==> src/rtl/gcode2bin_stream.sv <==
// Gray-code stream decoder: decodes each accepted Gray sample to binary, classifies the
// step from the previous sample, counts illegal steps. Optional GCODE2BIN_HOLD_ON_ERR_EN.
module gcode2bin_stream #(
  parameter int NBITS        = 4,
  parameter int ERRCNT_NBITS = 8
) (
  input  logic                    clk,
  input  logic                    reset,
  input  logic                    in_val,
  output logic                    in_rdy,
  input  logic [NBITS-1:0]        in_,
  output logic                    out_val,
  input  logic                    out_rdy,
  output logic [NBITS-1:0]        out,
  output logic [1:0]              out_dir,
  output logic [ERRCNT_NBITS-1:0] err_count
);

  localparam logic [1:0] DIR_FIRST = 2'b00;
  localparam logic [1:0] DIR_UP    = 2'b01;
  localparam logic [1:0] DIR_DOWN  = 2'b10;
  localparam logic [1:0] DIR_ERR   = 2'b11;

  logic             prev_val;
  logic [NBITS-1:0] prev_bin;
  logic [NBITS-1:0] bin;
  logic [NBITS-1:0] prev_inc;
  logic [NBITS-1:0] prev_dec;
  logic [1:0]       dir;
  logic             accept;
  logic             drain;

  // Handshake: the single buffer entry frees up in the same cycle it drains.
  assign in_rdy = !out_val || out_rdy;
  assign accept = in_val && in_rdy;
  assign drain  = out_val && out_rdy;

  // Each binary bit is the XOR of all Gray bits at and above it.
  always_comb begin
    bin = '0;
    for (int i = 0; i < NBITS; i++) begin
      bin[i] = ^(in_ >> i);
    end
  end

  assign prev_inc = prev_bin + 1'b1;
  assign prev_dec = prev_bin - 1'b1;

  always_comb begin
    dir = DIR_ERR;
    if (!prev_val)             dir = DIR_FIRST;
    else if (bin == prev_inc)  dir = DIR_UP;
    else if (bin == prev_dec)  dir = DIR_DOWN;
  end

  always_ff @(posedge clk) begin
    if (reset) begin
      out_val   <= 1'b0;
      out       <= '0;
      out_dir   <= DIR_FIRST;
      err_count <= '0;
      prev_val  <= 1'b0;
      prev_bin  <= '0;
    end else begin
      if (accept) begin
        out_val  <= 1'b1;
        out      <= bin;
        out_dir  <= dir;
        prev_val <= 1'b1;
`ifdef GCODE2BIN_HOLD_ON_ERR_EN
        // Keep the last good code as reference so one glitch costs a single error.
        if (dir != DIR_ERR) prev_bin <= bin;
`else
        prev_bin <= bin;
`endif
        if (dir == DIR_ERR && err_count != {ERRCNT_NBITS{1'b1}}) begin
          err_count <= err_count + 1'b1;
        end
      end else if (drain) begin
        out_val <= 1'b0;
      end
    end
  end

endmodule
==> config.mk <==
export PLATFORM = sky130hd
export DESIGN_NAME = gcode2bin_stream
export DESIGN_NICKNAME = d
export VERILOG_FILES = /design/src/rtl/gcode2bin_stream.sv
export SDC_FILE = /design/constraint.sdc
export NUM_CORES = 1
export LEC_CHECK = 0
export ABC_AREA = 1
export ABC_CLOCK_PERIOD_IN_PS = 4200
export BUFFER_PORTS_ARGS = -buffer_cell sky130_fd_sc_hd__buf_2
export CAP_MARGIN = 20
export CORE_MARGIN = 2
export CORE_UTILIZATION = 45
export DETAILED_ROUTE_END_ITERATION = 8
export HOLD_SLACK_MARGIN = 0.08
export PLACE_DENSITY_LB_ADDON = 0.25
export SLEW_MARGIN = 30
export SYNTH_ARGS = -nofsm -noshare
export SYNTH_HDL_FRONTEND = slang
export SYNTH_SLANG_ARGS = --single-unit
==> constraint.sdc <==
create_clock -name clk -period 4.2 [get_ports clk]
set_input_delay 0.63 -clock clk [delete_from_list [all_inputs] [get_ports clk]]
set_output_delay 0.63 -clock clk [all_outputs]
set_load 0.01 [all_outputs]
**Yosys cells after proc, flatten, opt, wreduce, memory -nomap -nowiden**

Index checks and enable logic that the tools add are counted.

- Bitwise logic cells: 0
- Divide/modulo/power cells: 0
- Equality and inequality tests: 4
- Shift-type cells: 0
- Order comparisons: 0
- Reduce and logical (&&, ||, !) cells: 11
- $add $sub $neg: 3
- Multiplexer cells: 5
- Multiply operators: 0

Operators by type and width:

| cell | count |
|---|---|
| $reduce_xor A4 Y1 | 4 |
| $add A8 B1 Y8 const B | 1 |
| $eq A4 B4 Y1 | 2 |
| $ne A8 B8 Y1 const B | 1 |
| $add A4 B1 Y4 const B | 1 |
| $mux W2 | 2 |
| $sub A4 B1 Y4 const B | 1 |
| $logic_and A1 B1 Y1 | 3 |
| $mux W1 | 3 |
| $eq A2 B2 Y1 const B | 1 |
| $reduce_and A2 Y1 | 1 |
| $reduce_bool A2 Y1 | 1 |
| $logic_not A1 Y1 | 1 |
| $logic_or A1 B1 Y1 | 1 |

- Register bits: 16
- Bits of input ports: 8
- Bits in read-only memories: 0
- Memory bits (writable): 0
- Output and inout bits: 16
- Memories: 0
- Latch bits: 0
- Logic and storage cells: 28

**Longest topological paths before layout**

Gate-level depths: netlist (run 1).

- Depth after elaboration: 8
- Mapped depth: 15
- Depth with buffers taken out: 15

**Worst setup path before layout (run 1)**

No wires, ideal clock.

- Path kind: input port to flip-flop
- Start: input in_[3]
- End: register err_count[5]
- Setup slack: 2.495 ns
- Arrival: 1.573 ns
- Library setup time: 0.132 ns
- Stages on the path: 12
- Data required time: 4.068 ns
- Path buffers: 0
- Cell sequence: inv_2 -> nand2_1 -> nand2_2 -> nand2_2 -> nand2_1 -> nand2_1 -> nand2_1 -> nor2_2 -> nor2_2 -> nand2_2 -> nand2_1 -> a21oi_1

- Longest elaborated chain between the ends: 8
- Elaborated cells between the ends (all ways): 12
- Classes of those cells: eq/ne (3); mux (3); reduce/logical (6)

Ends and longest elaborated chain:

| what | line | source |
|---|---|---|
| start, declared | 11 | `input logic [NBITS-1:0] in_,` |
| $reduce_xor A4 Y1 | 42 | `bin[i] = ^(in_ >> i);` |
| $eq A4 B4 Y1 | 53 | `else if (bin == prev_dec) dir = DIR_DOWN;` |
| $mux W1 | 53 |  |
| $mux W2 * | 52 | `else if (bin == prev_inc) dir = DIR_UP;` |
| $mux W2 * | 51 | `if (!prev_val) dir = DIR_FIRST;` |
| $eq A2 B2 Y1 * | 76 | `if (dir == DIR_ERR && err_count != {ERRCNT_NBITS{1'b1}}) begin` |
| $logic_and A1 B1 Y1 * | 76 |  |
| $reduce_and A2 Y1 (no source line) * | -- |  |
| end signal, assigned | 77 | `err_count <= err_count + 1'b1;` |
| end, declared | 16 | `output logic [ERRCNT_NBITS-1:0] err_count` |

Mark *: on every way between the ends. The rest lies on a longest branch, timed or not.
A chain may end at the register's enable or synchronous reset.

**Final worst setup path (run 1)**

- Start: register prev_bin[0]
- End: register err_count[1]

- Longest elaborated chain between the ends: 8
- Elaborated cells between the ends (all ways): 10
- Classes of those cells: add/sub (2); eq/ne (3); mux (3); reduce/logical (2)

Ends and longest elaborated chain:

| what | line | source |
|---|---|---|
| start, declared | 25 | `logic [NBITS-1:0] prev_bin;` |
| start signal, assigned | 74 | `prev_bin <= bin;` |
| $sub A4 B1 Y4 | 47 | `assign prev_dec = prev_bin - 1'b1;` |
| $eq A4 B4 Y1 | 53 |  |
| $mux W1 | 53 |  |
| $mux W2 * | 52 |  |
| $mux W2 * | 51 |  |
| $eq A2 B2 Y1 * | 76 |  |
| $logic_and A1 B1 Y1 * | 76 |  |
| $reduce_and A2 Y1 (no source line) * | -- |  |

Marked as above.

==> summary.log, run 1 <==
INFO  outcome        status=finished, final reports clean
INFO  cts            clk_path_buf_depth=2
INFO  timing         final-hold-violation-count=0
INFO  floorplanning  x_dimension_of_the_die=52.4um
INFO  placed_design  dpl.hpwl=1770um
INFO  placed_design  placement.io_buffers=23
INFO  yosys          yosys_warnings=0
INFO  cells_and_area num_antenna_cells=0
INFO  min_path       worst_hold_path.num_cells=2
INFO  timing         finalCriticalPeriod=1.91ns
INFO  cells_and_area footprint_of_the_multi_input_gates=646um^2
INFO  yosys          synth_seq_area_share=0.303
INFO  yosys          mappedNetlistNets=184
INFO  setup_path     worst-setup-path-type=reg2reg
INFO  global_routing met2_usage=0.275
INFO  cells_and_area area.growth.synth_to_final=16.9%
INFO  min_path       worstHoldEndpoint=out_dir[1]$_SDFFE_PP0P_
INFO  setup_path     ff2ff_setup_slack=2.29ns
INFO  global_routing grt_most_used_layer=met2
INFO  global_routing first_global_vias=921
INFO  floorplanning  io-pin-count=24
INFO  drt            total_iterations_of_the_first_detailed_routing_run=4
INFO  timing         finClkSkew=0.0154ns
INFO  global_routing globalRouteMet1Util=0.266
INFO  global_routing grt_antenna_before_repair=0
INFO  cts            cts_sinks=16
INFO  floorplanning  dieArea=2750um^2
INFO  min_path       hold_path.startpoint=out_dir[1]$_SDFFE_PP0P_
INFO  setup_path     crit_top_cell=nand2_1
INFO  setup_path     r2r-start=prev_bin[0]$_SDFFE_PP0P_
INFO  setup_path     worstPathArrival=2.10ns
INFO  pwr            power.density=290nW/um^2
INFO  cells_and_area drive_gt1_frac=0.197
INFO  cells_and_area sequential_cell_area=320um^2
INFO  setup_path     timing.critical_path.cells=inv_1 > ha_1 > nand2_1 > inv_1 > nor2_1 > nand2_1 > nand2_1 > nand2_1 > nor2_2 > nand2_1 > nand2_1 > nor2_2 > nor2_1 > nor2_1
INFO  yosys          ys_ff_latch=16
INFO  drt            average_vias_per_placed_instance=4.94
INFO  global_routing groute.usage.overall=0.189
INFO  cells_and_area fillcell_total=238
INFO  floorplanning  floorplan.core_area=2210um^2
INFO  pwr            total_power_consumption=0.359mW
INFO  timing         grt_setup_unrepaired=false
INFO  setup_path     cpMaxStageDelayCell=dfxtp_1
INFO  pwr            power.ir.vdd_worst=0.217mV
INFO  setup_path     worstRegToRegCells=14
INFO  yosys          ys_top_cells_by_area=dfxtp_1, nand2_1, nand3_1
INFO  timing         timing.setup.tns=0ns
INFO  yosys          synthCells=173
INFO  yosys          syn_avg_cell_area=6.10um^2
INFO  flow_run       maxCapViolCount=0
INFO  setup_path     r2r-end=err_count[1]$_SDFFE_PP0P_
INFO  setup_path     critPathLaunchType=flip-flop
INFO  yosys          netlist-cell-type-count=18
INFO  yosys          synth_top_area_frac=0.303
INFO  cts            cts_htree_levels=1
INFO  pwr            leakagePower=0.676nW
INFO  cts            cts-resized-gates=0
INFO  global_routing globalRoute.totalOverflow=0
INFO  floorplanning  start_util=0.477
INFO  placed_design  gp_routability_congestion=0.868
INFO  global_routing wire_length_of_the_first_global_routing_pass=3850um
INFO  floorplanning  row_count=17
INFO  global_routing largest_net_degree_at_the_start_of_global_routing=14
INFO  cts            holdBufCountCts=0
INFO  cts            numCtsBuffers=3
INFO  global_routing grtUsageMet3=0.0600
INFO  cts            clkTransAtPathRegs=0.10ns
INFO  yosys          netlist_area_pre_place=1060um^2
INFO  drt            first_iter_violations=43
INFO  drt            wire_per_inst=9.95um
INFO  drt            drtAntennaViolNets=0
INFO  timing         maxClockFrequency=0.522GHz
INFO  drt            routed_wl=2250um
INFO  setup_path     cp_max_fo=6
INFO  drt            drcViolationCount=0
INFO  min_path       holdCritPathClass=reg2reg
INFO  setup_path     wp_data_required=4.39ns
INFO  timing         timing.final.crit_share=0.456
INFO  setup_path     critical-path-max-stage-delay=0.44ns
INFO  cts            clockRootBuffer=clkbuf_4
INFO  cts            cts_tree=built
INFO  drt            vias=1116
INFO  cts            clkLatencyLatePin=0.30ns
INFO  timing         finalSetupViolations=0
INFO  cells_and_area post_layout_nets=210
INFO  cts            postCtsSetupBuffers=0
INFO  timing         max_slew_margin=0.768
INFO  yosys          post-synth-top-area-cell=dfxtp_1
INFO  timing         tightestPinTransition=0.347ns
INFO  timing         slew_violations=0
INFO  setup_path     end_kind=flip-flop
INFO  floorplanning  chipHeight=52.4um
-- stage by stage --
step,instances,cell area (um^2),utilization,worst slack [ns],hold slack (ns)
2_1_floorplan,173,1060,-,2.49,0.436
3_3_place_gp,222,1200,0.542,2.18,0.452
3_5_place_dp,222,1200,0.542,2.14,0.456
4_1_cts,226,1230,0.558,2.30,0.474
5_1_grt,226,1230,0.558,2.03,0.499
6_report,226,1230,0.558,2.29,0.472
-- Yosys cell counts, drive strengths merged --
cell type	number
a211oi	1
a21oi	14
a22oi	1
clkbuf	2
dfxtp	16
ha	3
inv	22
nand2	70
nand3	17
nor2	16
o21ai	4
xnor2	2
xor2	5
-- registers in the layout, indices dropped and copies added (netlist names) --
name and count:
prev_val 1, out_val 1, prev_bin 4, out_dir 2
err_count 8
-- kinds of logic after synthesis --
kind of cell | count (synthesis) | share of synthesized area
AO/OA/AOI/OAI | 20 | 0.110
XOR/XNOR | 7 | 0.0581
adder cells (fa/ha/maj) | 3 | 0.0355
buffers and inverters | 24 | 0.0853
flip-flops | 16 | 0.303
AND/OR/NAND/NOR | 103 | 0.408
-- layout by cell type, fill, tap and decap left out, drive strengths merged --
cell type	instances
xnor2	2
ha	3
buf	23
nand3	17
nor2	16
a211oi	1
a21oi	14
dfxtp	16
o21ai	4
inv	22
xor2	5
clkbuf	4
nand2	70
a22oi	1
-- cell type report --
type / count / area share
flip-flops and latches: 16 / 0.259
inverters: 22 / 0.0669
repair buffers: 23 / 0.0932
multi-input cells: 133 / 0.523
well taps: 28 / 0.0284
clock buffers: 4 / 0.0294
-- layer usage --
metal / part of all wire / up-vias
met1: 0.51 / 493
li1: - / 588
met5: 0 / -
met4: 0.0093 / 0
met3: 0.062 / 5
met2: 0.42 / 30
-- how the worst max path moves through the flow --
stage | end | start | slack [ns]
floorplan | err_count[5]$_SDFFE_PP0P_ | in_[3] | 2.49
global placement | err_count[4]$_SDFFE_PP0P_ | in_[3] | 2.18
detailed placement | err_count[4]$_SDFFE_PP0P_ | in_[3] | 2.14
CTS | err_count[1]$_SDFFE_PP0P_ | prev_bin[0]$_SDFFE_PP0P_ | 2.30
global route | err_count[1]$_SDFFE_PP0P_ | prev_bin[0]$_SDFFE_PP0P_ | 2.03
finish | err_count[1]$_SDFFE_PP0P_ | prev_bin[0]$_SDFFE_PP0P_ | 2.29
-- critical path: cells and delay by family (launching register included) --
kind | cells | cell delay (ns)
flip-flops | 1 | 0.44
adder cells (fa/ha/maj) | 1 | 0.25
buffers and inverters | 2 | 0.17
AND/OR/NAND/NOR | 11 | 0.95
-- power by group --
part | switching [mW] | total, mW | internal [mW]
combinational | 0.0579 | 0.0891 | 0.0312
clock | 0.0508 | 0.104 | 0.0529
sequential | 0.00682 | 0.166 | 0.159
Note: power is estimated with default switching activity, not from simulation.
==> run 2: changes to the inputs <==
--- a/config.mk
+++ b/config.mk
@@ -5,8 +5,8 @@
 export SDC_FILE = /design/constraint.sdc
 export NUM_CORES = 1
 export LEC_CHECK = 0
-export ABC_AREA = 1
-export ABC_CLOCK_PERIOD_IN_PS = 4200
+export ABC_AREA = 0
+export ABC_CLOCK_PERIOD_IN_PS = 1600
 export BUFFER_PORTS_ARGS = -buffer_cell sky130_fd_sc_hd__buf_2
 export CAP_MARGIN = 20
 export CORE_MARGIN = 2
==> constraint.sdc (replaced) <==
create_clock -name clk -period 1.6 [get_ports clk]
set_input_delay 0.24 -clock clk [delete_from_list [all_inputs] [get_ports clk]]
set_output_delay 0.24 -clock clk [all_outputs]
set_load 0.01 [all_outputs]
==> run 2 against run 1 <==
  * The run now ends with setup timing left
  * Sequential power rose to 2.6 times the previous value
  * Synthesized cell count fell by 39%
  * Global-route usage rose by 1.3 points
  * Area after synthesis fell by 7.0%
  * Final cell count fell by 17%
  * Clock skew fell by 0.012 ns
  * Critical path depth fell by 7
  * Setup slack got worse by 2.7 ns
  * Register-to-register slack got worse by 2.7 ns
  * Largest power group unchanged
  * Highest routed layer unchanged
==> summary.log, run 2 <==
INFO  setup_path     end_kind=flip-flop
INFO  yosys          synth_top_area_frac=0.326
INFO  setup_path     r2r-start=prev_bin[0]$_SDFFE_PP0P_
INFO  pwr            power.ir.vdd_worst=0.444mV
INFO  yosys          multiplexer_fraction_of_the_synthesized_cell_area=0.0943
INFO  placed_design  gp_routability_congestion=0.873
INFO  floorplanning  floorplan.core_area=2000um^2
INFO  cells_and_area number_of_flip_flops_under_the_largest_register_name=8
INFO  drt            first_iter_violations=23
INFO  yosys          yosys_warnings=0
INFO  timing         max_slew_margin=0.730
INFO  floorplanning  dieArea=2570um^2
INFO  cells_and_area num_antenna_cells=0
INFO  cts            cts_sinks=16
INFO  yosys          synth.top_cells.by_count=dfxtp_1, nor2_1, nor2b_1
INFO  timing         slew_violations=0
INFO  cells_and_area area.growth.synth_to_final=50.3%
INFO  floorplanning  io-pin-count=24
INFO  timing         timing.setup.tns=-3.33ns
INFO  yosys          syn_avg_cell_area=9.27um^2
INFO  cts            cts_htree_levels=1
INFO  yosys          netlist_area_pre_place=982um^2
INFO  yosys          synth_seq_area_share=0.326
INFO  floorplanning  chipHeight=50.7um
INFO  drt            total_iterations_of_the_first_detailed_routing_run=4
INFO  cts            numCtsBuffers=3
INFO  cells_and_area largest_register=err_count
INFO  yosys          synth_area_in_adders=0.0382
INFO  timing         setup_slack=-0.378ns
INFO  cts            cts_tree=built
INFO  timing         timing.final.crit_share=1.24
INFO  min_path       holdCritPathClass=in2reg
INFO  drt            drtAntennaViolNets=0
INFO  cells_and_area drive_gt1_frac=0.488
INFO  setup_path     worst-setup-path-type=reg2reg
INFO  global_routing globalRoute.totalOverflow=0
INFO  timing         finalCriticalPeriod=1.98ns
INFO  pwr            leakagePower=0.696nW
INFO  yosys          area_fraction_in_and_or_nand_and_nor_cells_after_synthesis=0.311
INFO  cells_and_area post_layout_nets=172
INFO  setup_path     cp_max_fo=8
INFO  floorplanning  start_util=0.491
INFO  cells_and_area sequential_cell_area=325um^2
INFO  placed_design  placement.io_buffers=23
INFO  cts            clkTransAtPathRegs=0.10ns
INFO  setup_path     worstPathArrival=2.16ns
INFO  setup_path     wp_data_required=1.78ns
INFO  cts            clkLatencyLatePin=0.29ns
INFO  yosys          ys_top_cells_by_area=dfxtp_1, mux2_1, nor2_1
INFO  flow_run       maxCapViolCount=0
INFO  yosys          ys_dominant_reg_cell=dfxtp_1
INFO  cells_and_area reg.largest.list=err_count: 8 flops, prev_bin: 4 flops, out_dir: 2 flops
INFO  cells_and_area fin_area=1480um^2
INFO  global_routing largest_net_degree_at_the_start_of_global_routing=25
INFO  yosys          async_flop_share=0
INFO  timing         tightestPinTransition=0.405ns
INFO  yosys          post-synth-top-area-cell=dfxtp_1
INFO  cts            clockRootBuffer=clkbuf_4
INFO  drt            routed_wl=2350um
INFO  global_routing groute.usage.overall=0.202
INFO  cells_and_area fillcell_total=148
INFO  yosys          synth_xor_xnor_area_share=0.121
INFO  yosys          netlist-cell-type-count=31
INFO  setup_path     timing_startpoint_of_the_critical_path=prev_bin[0]$_SDFFE_PP0P_
INFO  timing         final-hold-violation-count=0
INFO  yosys          complex_gate_fraction_of_the_synthesized_area=0.0866
INFO  drt            drcViolationCount=0
INFO  timing         maxClockFrequency=0.506GHz
INFO  floorplanning  row_count=16
INFO  placed_design  dpl.hpwl=1660um
INFO  pwr            power.density=717nW/um^2
INFO  min_path       hold_path.startpoint=in_val
INFO  yosys          ys_ff_latch=16
INFO  timing         grt_setup_unrepaired=true
INFO  timing         finClkSkew=0.00317ns
INFO  cells_and_area layout.cells.most_common=buf_4
INFO  yosys          mappedNetlistNets=117
INFO  yosys          synth_top_family_by_area=simple AND/OR/NAND/NOR gates
INFO  drt            average_vias_per_placed_instance=5.16
INFO  drt            wire_per_inst=12.5um
INFO  floorplanning  x_dimension_of_the_die=50.7um
INFO  outcome        status=finished with violations
INFO  yosys          synth_edf_count=0
INFO  outcome        violations=setup timing
INFO  cells_and_area final_cell_count_no_fill=187
INFO  yosys          synthCells=106
INFO  cells_and_area footprint_of_the_multi_input_gates=719um^2
INFO  global_routing first_global_vias=919
INFO  global_routing grt_antenna_before_repair=0
INFO  cells_and_area most-common-layout-cells=buf_4, buf_2, nor2_1
INFO  cts            clk_path_buf_depth=2
INFO  timing         finalSetupViolations=10
INFO  drt            vias=965
INFO  placed_design  placement.cell_area=1310um^2
INFO  placed_design  placedCellCount=177
INFO  global_routing wire_length_of_the_first_global_routing_pass=3950um
INFO  setup_path     critPathLaunchType=flip-flop
==> run 2: cell types whose count changed in the layout (fill, tap and decap cells not counted), moves of 5 or more <==
cell,before,now
nor2b_1,0,7
nand3_1,17,3
buf_4,0,28
a21oi_1,13,4
nand2_1,65,6
nand2_2,5,0
mux2_1,0,6
inv_1,20,2
==> run 2: final timing paths <==
check                           depth (start not counted)  slack [ns]                        end
worst max register to register                          7       -0.38  err_count[2]$_SDFFE_PP0P_
worst min-delay path                                    3        0.19       out_val$_SDFFE_PP0P_
worst max-delay path                                    7       -0.38  err_count[2]$_SDFFE_PP0P_
worst min register to register                          2        0.48      prev_val$_SDFFE_PP0P_
==> run 2: per-layer routing <==
layer,vias to the layer above,part of all wire,GRT usage
met2,28,0.50,0.346
met5,-,0,0
li1,481,-,-
met1,452,0.44,0.254
met3,4,0.044,0.0327
met4,0,0.017,0.0721
==> run 2: power by group <==
| group | switching, mW | leakage, nW | internal, mW |
|---|---|---|---|
| clock network | 0.135 | 0.0210 | 0.139 |
| registers | 0.0146 | 0.132 | 0.416 |
| logic | 0.164 | 0.544 | 0.189 |
==> run 2: logic make-up (layout without fill, tap and decap cells) <==
logic type | after synthesis | after routing
compound gates | 9 | 9
xor+xnor | 10 | 10
fa+ha+maj | 3 | 3
buf+inv | 6 | 60
flops | 16 | 16
mux | 8 | 8
simple gates | 54 | 54
==> run 2: repair_timing <==
action | CTS | global route
hold buffers | 0 | 0
gates resized for setup | 13 | 1
pin swaps | 2 | 1
setup buffers | 4 | 2
cloned | 0 | 0
setup endpoints to repair | 10 | 10
==> run 2: cell type report <==
class                           count  share of cell area
Sequential cell                    16               0.220
Inverter                            3             0.00932
Clock buffer                        4              0.0246
Tap cell                           27              0.0229
Timing Repair Buffer               53               0.236
Multi-Input combinational cell     84               0.487
==> run 2: worst max-delay path, cell delays in order, from the launching register on <==
cell	delay [ns]
dfxtp_4	0.40
inv_4	0.05
ha_4	0.26
or3b_4	0.38
a211oi_4	0.22
buf_6	0.17
nor4_2	0.07
mux2_1	0.32
==> run 2: per-stage QoR <==
stage	total power [mW]	util	hold WS, ns	setup slack [ns]
2_1_floorplan	0.621	-	0.369	-0.387
3_3_place_gp	0.716	0.652	0.458	-0.596
3_5_place_dp	0.725	0.652	0.458	-0.618
4_1_cts	1.05	0.728	0.191	-0.360
5_1_grt	1.12	0.738	0.203	-0.443
6_report	1.06	0.738	0.192	-0.378
